File: src/rtl/arb_pkg.sv
// ============================================================================
//  arb_pkg
//  Shared types, sizes and helpers for the round-robin mux arbiter.
//
//  Contents:
//    NUM_REQ      number of requesters sharing the forward path
//    arb_state_e  arbiter FSM states (IDLE, BUSY)
//    idx2onehot   2-bit requester index -> 4-bit one-hot vector
//    onehot2idx   4-bit one-hot vector  -> 2-bit requester index
//
//  Revision: 1.0 - initial release
// ============================================================================
`default_nettype none

package arb_pkg;

   localparam int NUM_REQ = 4;

   typedef enum logic [0:0] {
      IDLE = 1'b0,
      BUSY = 1'b1
   } arb_state_e;

   function automatic logic [NUM_REQ-1:0] idx2onehot(input logic [1:0] idx);
      logic [NUM_REQ-1:0] oh;
      oh = '0;
      oh[idx] = 1'b1;
      return oh;
   endfunction

   // Lowest set bit wins; an all-zero vector maps to index 0.
   function automatic logic [1:0] onehot2idx(input logic [NUM_REQ-1:0] oh);
      logic [1:0] idx;
      idx = 2'd0;
      for (int k = NUM_REQ - 1; k >= 0; k--) begin
         if (oh[k]) begin
            idx = 2'(k);
         end
      end
      return idx;
   endfunction

endpackage : arb_pkg

`default_nettype wire

File: src/rtl/rr_pick.sv
// ============================================================================
//  rr_pick
//  Combinational next-winner selection for the four-way arbiter.
//  Scans requests starting one position after the last served requester
//  and wraps modulo four.
//
//  Ports:
//    req_i    [3:0]  request vector, bit i = requester i
//    last_i   [1:0]  index of the most recently served requester
//    valid_o         at least one eligible request is present
//    idx_o    [1:0]  index of the winning requester
//
//  Configuration macro:
//    FIXED_PRIO0_EN  requester 0 always wins when requesting; requesters
//                    1..3 rotate among themselves.
//
//  Revision: 1.0 - initial release
// ============================================================================
`default_nettype none

module rr_pick
   import arb_pkg::*;
(
   input  logic [3:0] req_i,
   input  logic [1:0] last_i,
   output logic       valid_o,
   output logic [1:0] idx_o
);

   logic [3:0] w_rr_req;    // requests taking part in the rotating scan
   logic [3:0] w_rr_oh;     // one-hot winner of the rotating scan
   logic       w_rr_found;

`ifdef FIXED_PRIO0_EN
   // Requester 0 is handled outside the rotation, so it is masked here.
   assign w_rr_req = {req_i[3:1], 1'b0};
`else
   assign w_rr_req = req_i;
`endif

   // Walk last+1, last+2, ... (mod 4); the first requesting slot wins.
   always_comb begin
      logic [1:0] w_cand;
      w_rr_oh    = '0;
      w_rr_found = 1'b0;
      w_cand     = '0;
      for (int k = 0; k < NUM_REQ; k++) begin
         w_cand = last_i + 2'(k + 1);
         if (!w_rr_found && w_rr_req[w_cand]) begin
            w_rr_oh[w_cand] = 1'b1;
            w_rr_found      = 1'b1;
         end
      end
   end

`ifdef FIXED_PRIO0_EN
   assign valid_o = req_i[0] | w_rr_found;
   assign idx_o   = req_i[0] ? 2'd0 : onehot2idx(w_rr_oh);
`else
   assign valid_o = w_rr_found;
   assign idx_o   = onehot2idx(w_rr_oh);
`endif

endmodule : rr_pick

`default_nettype wire

File: src/rtl/rr_mux_arbiter.sv
// ============================================================================
//  rr_mux_arbiter
//  Round-robin arbiter sharing one WIDTH-bit forward path among four
//  requesters, with a matching 1:4 return-path route. A grant is held for
//  at most MAX_BEATS accepted beats, then released for one IDLE cycle
//  before the next winner is chosen.
//
//  Parameters:
//    WIDTH      data width of every forward and return bus
//    MAX_BEATS  maximum accepted beats per grant (>= 1)
//
//  Ports:
//    clk, rst                 clock, synchronous active-high reset
//    req          [3:0]       per-requester request
//    in_data0..3  [WIDTH]     forward data from each requester
//    gnt          [3:0]       registered one-hot grant
//    out_valid, out_data      shared forward beat to the consumer
//    out_ready                consumer accepts the current beat
//    rsp_valid, rsp_data      return beat from the consumer
//    rsp_valid_o  [3:0]       return valid routed to the granted requester
//    rsp_data0..3 [WIDTH]     return data per requester
//    busy                     arbiter is in BUSY
//
//  Configuration macro:
//    FIXED_PRIO0_EN  requester 0 has fixed top priority; 1..3 rotate.
//
//  Revision: 1.0 - initial release
// ============================================================================
`default_nettype none

module rr_mux_arbiter
   import arb_pkg::*;
#(
   parameter int WIDTH     = 4,
   parameter int MAX_BEATS = 4
) (
   input  logic             clk,
   input  logic             rst,
   input  logic [3:0]       req,
   input  logic [WIDTH-1:0] in_data0,
   input  logic [WIDTH-1:0] in_data1,
   input  logic [WIDTH-1:0] in_data2,
   input  logic [WIDTH-1:0] in_data3,
   output logic [3:0]       gnt,
   output logic             out_valid,
   output logic [WIDTH-1:0] out_data,
   input  logic             out_ready,
   input  logic             rsp_valid,
   input  logic [WIDTH-1:0] rsp_data,
   output logic [3:0]       rsp_valid_o,
   output logic [WIDTH-1:0] rsp_data0,
   output logic [WIDTH-1:0] rsp_data1,
   output logic [WIDTH-1:0] rsp_data2,
   output logic [WIDTH-1:0] rsp_data3,
   output logic             busy
);

   localparam int             CNT_W     = (MAX_BEATS > 1) ? $clog2(MAX_BEATS) : 1;
   localparam logic [CNT_W-1:0] LAST_BEAT = CNT_W'(MAX_BEATS - 1);

   arb_state_e       state_q;
   logic [3:0]       gnt_q;
   logic [1:0]       sel_q;
   logic [1:0]       last_q;
   logic [CNT_W-1:0] beat_cnt_q;
   logic [CNT_W-1:0] beat_cnt_d;

   logic             w_busy;
   logic             w_req_sel;
   logic             w_xfer;
   logic             w_release;
   logic             w_pick_valid;
   logic [1:0]       w_pick_idx;

   // ------------------------------------------------------------------------
   // Next-winner selection
   // ------------------------------------------------------------------------
   rr_pick u_pick (
      .req_i   (req),
      .last_i  (last_q),
      .valid_o (w_pick_valid),
      .idx_o   (w_pick_idx)
   );

   // ------------------------------------------------------------------------
   // Burst bookkeeping
   // ------------------------------------------------------------------------
   assign w_busy     = (state_q == BUSY);
   assign w_req_sel  = req[sel_q];
   assign w_xfer     = w_busy & w_req_sel & out_ready;
   assign beat_cnt_d = beat_cnt_q + 1'b1;

   // A dropped request releases without counting a beat; otherwise the
   // final permitted transfer releases at the same edge it is accepted.
   assign w_release  = w_busy & (~w_req_sel | (w_xfer & (beat_cnt_q == LAST_BEAT)));

   // ------------------------------------------------------------------------
   // Arbiter FSM
   // ------------------------------------------------------------------------
   always_ff @(posedge clk) begin
      if (rst) begin
         state_q    <= IDLE;
         gnt_q      <= '0;
         sel_q      <= '0;
         beat_cnt_q <= '0;
         last_q     <= 2'd3;     // requester 0 is first after reset
      end else begin
         case (state_q)
            IDLE: begin
               if (w_pick_valid) begin
                  sel_q      <= w_pick_idx;
                  gnt_q      <= idx2onehot(w_pick_idx);
                  beat_cnt_q <= '0;
                  state_q    <= BUSY;
               end
            end
            BUSY: begin
               if (w_release) begin
`ifdef FIXED_PRIO0_EN
                  // Rotation pointer covers requesters 1..3 only.
                  if (sel_q != 2'd0) begin
                     last_q <= sel_q;
                  end
`else
                  last_q <= sel_q;
`endif
                  gnt_q      <= '0;
                  beat_cnt_q <= '0;
                  state_q    <= IDLE;
               end else if (w_xfer) begin
                  beat_cnt_q <= beat_cnt_d;
               end
            end
            default: begin
               state_q <= IDLE;
               gnt_q   <= '0;
            end
         endcase
      end
   end

   assign gnt  = gnt_q;
   assign busy = w_busy;

   // ------------------------------------------------------------------------
   // Forward mux: driven to zero whenever the path is idle
   // ------------------------------------------------------------------------
   assign out_valid = w_busy & w_req_sel;

   always_comb begin
      out_data = '0;
      if (w_busy) begin
         case (sel_q)
            2'd0:    out_data = in_data0;
            2'd1:    out_data = in_data1;
            2'd2:    out_data = in_data2;
            default: out_data = in_data3;
         endcase
      end
   end

   // ------------------------------------------------------------------------
   // Return demux: only the granted requester sees the consumer response
   // ------------------------------------------------------------------------
   always_comb begin
      rsp_valid_o = '0;
      rsp_data0   = '0;
      rsp_data1   = '0;
      rsp_data2   = '0;
      rsp_data3   = '0;
      if (w_busy) begin
         rsp_valid_o[sel_q] = rsp_valid;
         case (sel_q)
            2'd0:    rsp_data0 = rsp_data;
            2'd1:    rsp_data1 = rsp_data;
            2'd2:    rsp_data2 = rsp_data;
            default: rsp_data3 = rsp_data;
         endcase
      end
   end

endmodule : rr_mux_arbiter

`default_nettype wire

File: config.mk
export PLATFORM = sky130hd
export DESIGN_NAME = rr_mux_arbiter
export DESIGN_NICKNAME = d
export VERILOG_FILES = /design/src/rtl/arb_pkg.sv /design/src/rtl/rr_pick.sv /design/src/rtl/rr_mux_arbiter.sv
export SDC_FILE = /design/constraint.sdc
export NUM_CORES = 1
export LEC_CHECK = 0
export CORE_UTILIZATION = 42
export CTS_BUF_LIST = sky130_fd_sc_hd__clkbuf_16
export CTS_CLUSTER_SIZE = 10
export DETAILED_ROUTE_END_ITERATION = 6
export PLACE_DENSITY = 0.86
export SKIP_LAST_GASP = 1
export SYNTH_ARGS = -nofsm -noshare
export SYNTH_HDL_FRONTEND = slang
export SYNTH_SLANG_ARGS = --single-unit
File: constraint.sdc
create_clock -name clk -period 3.3 [get_ports clk]
set_input_delay 0.825 -clock clk [delete_from_list [all_inputs] [get_ports clk]]
set_output_delay 0.825 -clock clk [all_outputs]
set_load 0.02 [all_outputs]
* Word-level counts from Yosys, hierarchy flattened
Cells that the tools add are included.
** Cells by class
- Eq/ne operators :: 6
- Add/subtract/negate cells :: 4
- Multiplexer cells :: 55
- Bitwise operators :: 11
- $lt $le $gt $ge :: 12
- Reduce and logical (&&, ||, !) cells :: 18
** Operators with widths (number)
- two-way mux 4 bit :: 16
- < comparator 2 x 3 -> 1 bit, second input constant :: 6
- two-way mux 1 bit :: 17
- two-way mux 2 bit :: 7
- demux 1 bit (select 2 bit) :: 6
- >= comparator 2 x 1 -> 1 bit, second input constant :: 6
- bitwise OR 4 bit :: 3
- case mux 4 bit (3 select lines) :: 1
- binary-select mux 1 bit (select 2 bit) :: 5
- logical AND 1 bit :: 9
- case mux 4 bit (2 select lines) :: 1
- AND reduction 2 bit :: 4
- adder 2 x 1 -> 2 bit, second input constant :: 2
- adder 2 bit, second input constant :: 2
- AND 1 bit :: 4
- AND 4 bit :: 1
- == test 2 bit, second input constant :: 2
- inequality test 2 x 1 -> 1 bit, second input constant :: 2
- case mux 2 bit (2 select lines) :: 1
- zero test 1 bit :: 3
- inequality test 3 x 1 -> 1 bit, second input constant :: 1
- OR reduction 3 bit :: 1
- == test 2 x 1 -> 1 bit, second input constant :: 1
- zero test 2 bit :: 1
- 3 further kinds :: 4
** Word-level totals
- Word-level logic and storage cells :: 111
- Register bits :: 11
- Input bits :: 28

* Longest topological paths before layout
Gate-level depths: netlist of run 1.
- Depth in word-level cells :: 23
- Gate-level depth with buffers :: 11

* Hierarchy
A second synthesis of run 1 with hierarchy kept.
** Unflattened totals
- Cells, all modules :: 158
- Area, all modules :: 1305.0 um2
** By module, submodules not included
- rr_mux_arbiter :: times used 1, cells an instance 108, area an instance 825.8 um2
- rr_pick :: times used 1, cells an instance 50, area an instance 479.2 um2

* Worst setup path after synthesis of run 1
OpenSTA, ideal clock, no wires.
- Kind :: register to register
- Start :: register last_q[0]
- End :: register sel_q[0]
- Stages on the path, launching flop included :: 12
- Data arrival time :: 2602 ps
- Library setup time :: 120 ps
- Path buffers :: 3
- Slack :: 579 ps
- Cell sequence :: dfxtp_1 > buf_6 > buf_2 > inv_1 > ha_1 > clkbuf_2 > mux2i_1 > o22ai_1 > a2111oi_0 > o2bb2ai_1 > nor4b_2 > a211o_1
** Between the ends
- Cells in the longest elaborated chain, start to end :: 17
** Ends and longest elaborated chain
- from (decl) :: line rr_mux_arbiter.sv:64 : logic [1:0] last_q;
- from (signal assigned) :: line rr_mux_arbiter.sv:125 : last_q <= sel_q;
- parallel branches: the longest is 17 deep, another holds < comparator 2 x 3 -> 1 bit
- to (signal assigned) :: line rr_mux_arbiter.sv:111 : sel_q <= w_pick_idx;
- to (decl) :: line rr_mux_arbiter.sv:63 : logic [1:0] sel_q;
Several ways; the timed one is not identified. The select of a mux whose other input is x is not followed.
A chain may end at the register's enable or synchronous reset.

* Final worst setup path of run 1
- Start :: input req[3]
- End :: output out_valid
** Between the ends
- Cells in the longest elaborated chain, start to end :: 3
** Ends and longest elaborated chain
- from (decl) :: line rr_mux_arbiter.sv:39 : input logic [3:0] req,
- binary-select mux 1 bit (select 2 bit) :: line rr_mux_arbiter.sv:89 : assign w_req_sel = req[sel_q];
- two-way mux 1 bit (implied by the code) :: line rr_mux_arbiter.sv:89
- AND 1 bit :: line rr_mux_arbiter.sv:148 : assign out_valid = w_busy & w_req_sel;
- to (decl) :: line rr_mux_arbiter.sv:45 : output logic out_valid,
No other way between the ends. The select of a mux whose other input is x is not followed.

==> results.md, run 1 <==
- RSZ-0062 raised after global routing: no
- Starting Density: 45.38%
- Post-Synthesis Cells: 157
- Die Y-Extent: 57.29 um
- Antenna-violating nets left: 0
- Clk slew on worst S/H paths: 40 ps
- Diodes inserted: 0
- Gr usage total: 26.08%
- Syn Std Cell Area: 1284 um2
- Worst setup SP type: input port
- EDFF count, synth: 0
- Cell count of the worst reg-to-reg path: 8
- Root buffer cell: clkbuf_16
- CTS tree: built
- Clock Sinks: 11
- Max Transition Viols Final: 0
- H-tree levels: 1
- Yosys Warn Count: 0
- Inserted Clock Buffers: 3
- Ys flop type: dfxtp_1
- Top cells by area, synth: dfxtp_1, mux4_2, ha_1
- Core area: 2829 um2
- 1st-iter DRT viols: 95
- HP Class: flip-flop to flip-flop
- Antenna violations before repair: 0
- WS Path Type: input port to output pin
- Crit. End Element: output pin
- Syn Nets: 194
- Clk_skew: 2.970 ps
- Setup_tns: 0 ps
- Asr flop ratio synth: 0%
- Hold Vio Cnt, Final: 0
- Total Wirelength: 4.044 mm
- Syn Area/Cell: 8.177 um2
- CP max FO: 2
- Die area: 3282 um2
- Sequential area share after synthesis: 17.15%
- Vias in the first global route: 1445
- Port Buffers: 57
- Hold Path Cell Cnt: 1
- DR vias: 1452
- Global-route wire length before repair: 6.630 mm
- Failing checks: DRC
- Max-Cap Viols: 0
- Post-CTS Setup Bufs: 0
- Synth top area share: 17.15%
- Longest Clk Path Bufs: 2
- Die W: 57.29 um
- Worst-margin pin slew: 577.0 ps
- # rows: 19
- Drc violations: 2
- Tmin final: 3248 ps
- Cell taking the most area after synthesis: dfxtp_1
- #FFs+latches synth: 11
- Arrival time worst endpoint: 2420 ps
- Data required, critical path: 2470 ps
- Setup violators final: 0
- DR WL/cell: 16.51 um
- Largest net degree at the start of global routing: 19
- Layout cells sized above 1: 12.62%
- P_leak: 0.7806 nW
- Minimum hold slack: 483.7 ps
- Nets: 252
- Insertion delay to the later sink of the worst-skew pair: 240 ps
- Slew HR: 61.45%
- Cell variety after synth: 40
- Gp weighted congestion: 0.8148
- Worst vdd ir: 0.0003195 V
- Overflow after GRT: 0
- Final Cycle Share: 98.43%
- First-pass iteration count of the detailed router: 6
- Via density: 5.927
- Synth-to-Final Area Change: 54.09%
- # IOs: 58
- Max frequency: 307.9 MHz
- Outcome: finished with violations
- DP Wirelength: 2.955 mm
- Power Density: 465.7 nW/um2
what timing repair did:
item                                    4_1_cts  5_1_grt
endpoints found under the setup margin        0        1
resized for setup                             0        1
hold buffers                                  0        0
critical path, stage by stage:
cell and delay (ps):
clkdlybuf4s50_1 430, mux4_2 490, nand2_1 100, inv_1 50, clkdlybuf4s50_1 520
metrics by stage:
stage / instances / setup slack (ps) / util [%] / power [W] / area [um2]
after floorplan: 157 / 578.6 / - / 0.0005137 / 1284
after global placement: 241 / 87.69 / 67.05 / 0.0006687 / 1897
after detailed placement: 241 / 41.71 / 67.05 / 0.0006859 / 1897
after CTS: 245 / 30.70 / 69.84 / 0.0009194 / 1976
after global routing: 245 / 0.9788 / 69.92 / 0.0009716 / 1978
final: 245 / 51.71 / 69.92 / 0.0009211 / 1978
cells by family after synthesis:
group           count (synthesis)  synth area share, %
compound gates                 25                15.69
fa+ha+maj                       9                8.772
buf+inv                        17                6.140
flops                          11                17.15
mux                            17                20.47
simple gates                   78                31.77
per-layer routing:
metal	global-route usage, %	part of all wire, %
met5	0	0
met4	6.620	0.91
met3	4.535	5.0
met2	46.39	54
met1	32.67	40
flip-flops by register name, summed over array words and instances, names as in the netlist:
| name | flops |
|---|---|
| beat_cnt_q | 2 |
| busy | 1 |
| gnt | 4 |
| last_q | 2 |
| sel_q | 2 |
worst paths after layout:
kind / end / startpoint / slack [ps]
setup / recovery: out_valid / req[3] / 50
hold / removal: gnt[3]$_SDFFE_PP0P_ / gnt[3]$_SDFFE_PP0P_ / 480
setup reg to reg: sel_q[0]$_SDFFE_PP0P_ / last_q[1]$_SDFFE_PP1P_ / 420
hold reg to reg: gnt[3]$_SDFFE_PP0P_ / gnt[3]$_SDFFE_PP0P_ / 480
report_power, final:
| group | total [W] | internal (W) | switching, W |
|---|---|---|---|
| sequential | 0.000185 | 0.000154 | 0.0000311 |
| combinational | 0.000511 | 0.000250 | 0.000261 |
| clock | 0.000225 | 0.000160 | 0.0000658 |
| total | 0.000921 | 0.000563 | 0.000358 |
cell usage after synthesis (6+ instances only):
library cell  count
and3_1            6
mux4_2            7
clkbuf_1          6
nor3_1           10
nand2_1          11
mux2i_1           6
dfxtp_1          11
nor2_1           24
nand2b_1          9
ha_1              9
final cells by class:
type                            instances  area, um2
Clock buffer                            3      75.07
Tap cell                               31      38.79
Multi-Input combinational cell        129      984.7
Fill cell                             222      850.8
Sequential cell                        11      220.2
Clock inverter                          1      3.754
Timing Repair Buffer                   66      640.6
Inverter                                4      15.01
cells in the final DEF, fill, tap and decap left out, types with 2 or more instances in the layout:
| cell type | instances |
|---|---|
| clkdlybuf4s50_1 | 56 |
| nor2_1 | 24 |
| nand2_1 | 11 |
| dfxtp_1 | 11 |
| nor3_1 | 10 |
| nand2b_1 | 9 |
| ha_1 | 9 |
| buf_4 | 9 |
| mux4_2 | 7 |
| mux2i_1 | 6 |
| and3_1 | 6 |
| and2_1 | 4 |
| inv_1 | 4 |
| mux2_2 | 4 |
| o22ai_1 | 4 |
| a211o_1 | 3 |
| a2111oi_0 | 3 |
| o2bb2ai_1 | 3 |
| a22o_1 | 3 |
| clkbuf_16 | 3 |
| nand3b_1 | 2 |
| nand4_1 | 2 |
| nor2b_1 | 2 |
| nor3b_1 | 2 |
| a21oi_1 | 2 |
No activity file was read; power rests on OpenSTA's default activity.
==> run 2: changes to the inputs <==
Settings changed: CTS_CLUSTER_DIAMETER from default to 40, GPL_TIMING_DRIVEN from default to 0, HOLD_SLACK_MARGIN from default to 0.05.
==> results.md, run 2 (synthesis results as in run 1) <==
- Max Transition Viols Final: 0
- Total Wirelength: 3.839 mm
- Insertion delay to the later sink of the worst-skew pair: 240 ps
- Tmin final: 3266 ps
- Commonest non-fill, non-tap cell in the layout: clkdlybuf4s50_1
- Design area: 1979 um2
- Layout cells sized above 1: 15.14%
- Clk slew on worst S/H paths: 40 ps
- Via density: 5.787
- 1st-iter DRT viols: 114
- Synth-to-Final Area Change: 54.19%
- Worst path max stage delay: 550 ps
- Reg area: 220.2 um2
- Max-Cap Viols: 0
- Diodes inserted: 0
- Slowest CP cell: clkdlybuf4s50_1
- Overflow after GRT: 0
- Antenna violations before repair: 0
- # IOs: 58
- Drc violations: 2
- # rows: 19
- Hold Vio Cnt, Final: 0
- CTS tree: built
- HP Class: flip-flop to flip-flop
- Minimum hold slack: 486.5 ps
- P_leak: 0.7630 nW
- Dpl cells: 241
- Crit. End Element: output pin
- Final Cycle Share: 98.96%
- Failing checks: DRC
- Max reg flops: 4
- Crit-path most repeated cell: clkdlybuf4s50_1
- WS Path Type: input port to output pin
- Outcome: finished with violations
- Crit path cell chain: clkdlybuf4s50_1 > mux4_2 > and2_1 > clkdlybuf4s50_1
- DP Wirelength: 2.992 mm
- Worst-margin pin slew: 579.5 ps
- Core area: 2829 um2
- Die area: 3282 um2
- Post-route insts no fill: 249
- Worst vdd ir: 0.0002641 V
- Gr usage total: 23.18%
- Hold Path Cell Cnt: 1
- Port Buffers: 53
- Longest Clk Path Bufs: 2
- Clock Sinks: 11
- DR vias: 1441
- Power Density: 468.2 nW/um2
- Starting Density: 45.38%
- Area of the multi-input gates: 998.5 um2
- Root buffer cell: clkbuf_16
- Die Y-Extent: 57.29 um
- DR WL/cell: 15.42 um
- Inserted Clock Buffers: 3
- Max frequency: 306.2 MHz
- Global-route wire length before repair: 5.982 mm
- First-pass iteration count of the detailed router: 6
- Pwr Total: 0.0009267 W
- Nets: 256
- Data required, critical path: 2470 ps
- H-tree levels: 1
- Arrival time worst endpoint: 2440 ps
- Cts hold-fix bufs: 0
- Vias in the first global route: 1324
- CP max FO: 1
- Most used cells in the layout excluding fill and tap cells: clkdlybuf4s50_1, nor2_1, nand2_1, dfxtp_1, nor3_1
- Antenna-violating nets left: 0
- Worst setup SP type: input port
- Fill cells: 215
- Gp weighted congestion: 0.8609
- Clk_skew: 1.119 ps
- Setup violators final: 0
- Post-DP Area: 1853 um2
- Slew HR: 61.28%
- Die W: 57.29 um
- Cell count of the worst reg-to-reg path: 11
- Largest net degree at the start of global routing: 13
- Final core occ: 69.97%
run 2: changes by cell type in the layout (fill, tap and decap cells not counted), sizes merged:
cell / change
clkinv: -1
clkdlybuf4s50: -3
clkinvlp: +1
dlymetal6s2s: -1
clkbuf: +8
run 2: per-layer routing:
layer | GRT usage, % | part of all wire, %
met2 | 40.00 | 52
met4 | 7.317 | 1.1
met3 | 3.628 | 5.1
met1 | 29.75 | 42
met5 | 0 | 0
run 2: worst max-delay path: cells and delay by family:
family,cells,cell delay (ps)
buf+inv,2,960
mux,1,480
simple gates,1,170
run 2: layout make-up:
class | count | share of cell area [%]
multi-input combinational | 129 | 50.44
timing repair buffer | 57 | 28.32
sequential | 11 | 11.13
clock buffer | 3 | 3.793
buffer | 13 | 3.224
tap | 31 | 1.960
inverter | 4 | 0.9482
clock inverter | 1 | 0.1896
run 2: through the flow:
stage	worst slack [ps]	TNS, ps
finish	34.48	0
global route	-82.02	-111.7
CTS	39.68	0
detailed placement	52.86	0
global placement	97.50	0
floorplan	578.6	0
run 2: power by group:
group / total, W / switching (W) / internal (W)
Sequential: 0.000172 / 0.0000179 / 0.000154
Combinational: 0.000537 / 0.000280 / 0.000256
Clock: 0.000219 / 0.0000596 / 0.000159
run 2: final timing paths:
check,from,to,slack [ps]
setup / recovery,in_data3[1],out_data[1],30
hold / removal,gnt[2]$_SDFFE_PP0P_,gnt[2]$_SDFFE_PP0P_,490
setup reg to reg,last_q[0]$_SDFFE_PP1P_,sel_q[1]$_SDFFE_PP0P_,120
hold reg to reg,gnt[2]$_SDFFE_PP0P_,gnt[2]$_SDFFE_PP0P_,490
run 2: what timing repair did:
item	in CTS	in global routing
gates resized for setup	0	5
endpoints found under the hold margin	0	0
buffers inserted	0	4
endpoints found under the setup margin	0	5
==> run 3: changes to the inputs <==
Settings changed: CORE_MARGIN from default to 4.
==> results.md, run 3 (synthesis results as in run 1) <==
- Outcome: finished clean
- Nets: 252
- RSZ-0062 raised after global routing: yes
- Worst-margin pin slew: 580.6 ps
- First-pass iteration count of the detailed router: 4
- Drc violations: 0
- Pwr Total: 0.0009243 W
- Dpl ws: 53.48 ps
- Crit path cell chain: clkdlybuf4s50_1 > mux4_2 > and2_1 > clkdlybuf4s50_1
- 1st-iter DRT viols: 120
- Die W: 63.29 um
- Diodes inserted: 0
- Inserted Clock Buffers: 3
- Core area: 2829 um2
- Gr usage total: 20.66%
- Setup WS post-layout: 58.94 ps
- Crit-path leading delay family: buffers and inverters
- Layout cells sized above 1: 14.02%
- Worst vdd ir: 0.0003182 V
- Port Buffers: 53
- Synth-to-Final Area Change: 52.34%
- Max-Cap Viols: 0
- Setup violators final: 0
- CTS tree: built
- Worst setup SP type: input port
- Starting Density: 45.38%
- Clk slew on worst S/H paths: 40 ps
- Global-route wire length before repair: 6.624 mm
- DP Wirelength: 3.179 mm
- Root buffer cell: clkbuf_16
- DR WL/cell: 16.65 um
- Tmin final: 3241 ps
- Max reg flops: 4
- Clk_skew: 1.036 ps
- Worst path max stage delay: 540 ps
- Antenna-violating nets left: 0
- Final core occ: 69.13%
- # IOs: 58
- WP buf/inv: 2
- Arrival time worst endpoint: 2420 ps
- Die area: 4005 um2
- Longest Clk Path Bufs: 2
- Total Wirelength: 4.079 mm
- Data required, critical path: 2470 ps
- Cts hold-fix bufs: 0
- Design area: 1956 um2
- Crit. End Element: output pin
- CP max FO: 1
- Largest net degree at the start of global routing: 13
- Vias in the first global route: 1378
- Setup_tns: 0 ps
- WS Path Type: input port to output pin
- HP Class: flip-flop to flip-flop
- Final Cycle Share: 98.21%
- H-tree levels: 1
- Die Y-Extent: 63.29 um
- P_leak: 0.7505 nW
- Crit-path most repeated cell: clkdlybuf4s50_1
- Overflow after GRT: 0
- Post-DP Area: 1853 um2
- Hold Vio Cnt, Final: 0
- Via density: 5.714
- Most used cells in the layout excluding fill and tap cells: clkdlybuf4s50_1, nor2_1, nand2_1, dfxtp_1, nor3_1
- Max Transition Viols Final: 0
- Power Density: 472.6 nW/um2
- Max frequency: 308.5 MHz
- Slowest CP cell: clkdlybuf4s50_1
- Antenna violations before repair: 0
- Commonest non-fill, non-tap cell in the layout: clkdlybuf4s50_1
- Gp weighted congestion: 0.9086
- DR vias: 1400
- Slew HR: 61.21%
- Clock Sinks: 11
- Insertion delay to the later sink of the worst-skew pair: 240 ps
- # rows: 19
[run 3: changes by cell type in the layout (fill, tap and decap cells not counted), sizes merged]
cell / previous run / this run
clkinvlp: 1 / 0
clkinv: 0 / 1
buf: 9 / 5
[run 3: report_power, final]
part           total, W  leakage [nW]  switching (W)  internal, W
combinational  0.000537         0.618       0.000286     0.000252
clock          0.000216        0.0423      0.0000574     0.000159
sequential     0.000171        0.0902      0.0000170     0.000154
total          0.000924         0.750       0.000360     0.000564
[run 3: per-layer routing]
layer	global-route usage (%)	wire length (um)
met5	0	0
met4	4.852	34
met3	5.684	174
met2	37.81	2172
met1	23.66	1698
[run 3: what timing repair did]
action / CTS / global route
setup endpoints to repair: 0 / 8
gates resized for setup: 0 / 9
buffers inserted: 0 / 0
[run 3: path summary, 6_finish.rpt]
check                          endpoint  cells past startpoint                   start  slack [ps]
setup / recovery            out_data[0]                      4             in_data3[0]          60
hold / removal      gnt[2]$_SDFFE_PP0P_                      1     gnt[2]$_SDFFE_PP0P_         500
setup reg to reg  sel_q[1]$_SDFFE_PP0P_                     11  last_q[0]$_SDFFE_PP1P_         120
hold reg to reg     gnt[2]$_SDFFE_PP0P_                      1     gnt[2]$_SDFFE_PP0P_         500
[run 3: worst reg2reg max path, stage by stage, from the launching register on]
cell and delay (ps):
dfxtp_1 420, buf_6 160, buf_2 200, inv_1 180, ha_1 320, clkbuf_2 190, mux2i_2 320, o22ai_1 150
a2111oi_1 560, o2bb2ai_2 170, or2_0 220, a22o_1 170
[run 3: layout make-up]
cell class	count	area, um2
Buffer	13	65.06
Fill cell	215	873.3
Tap cell	31	38.79
Timing Repair Buffer	53	530.5
Inverter	4	15.01
Multi-Input combinational cell	129	1007
Clock buffer	3	75.07
Clock inverter	1	3.754
Sequential cell	11	220.2
[run 3: through the flow]
| step | cells | hold slack [ps] |
|---|---|---|
| floorplan | 157 | 481.5 |
| global placement | 241 | 464.7 |
| detailed placement | 241 | 486.9 |
| CTS | 245 | 506.2 |
| global route | 245 | 523.1 |
| finish | 245 | 496.6 |
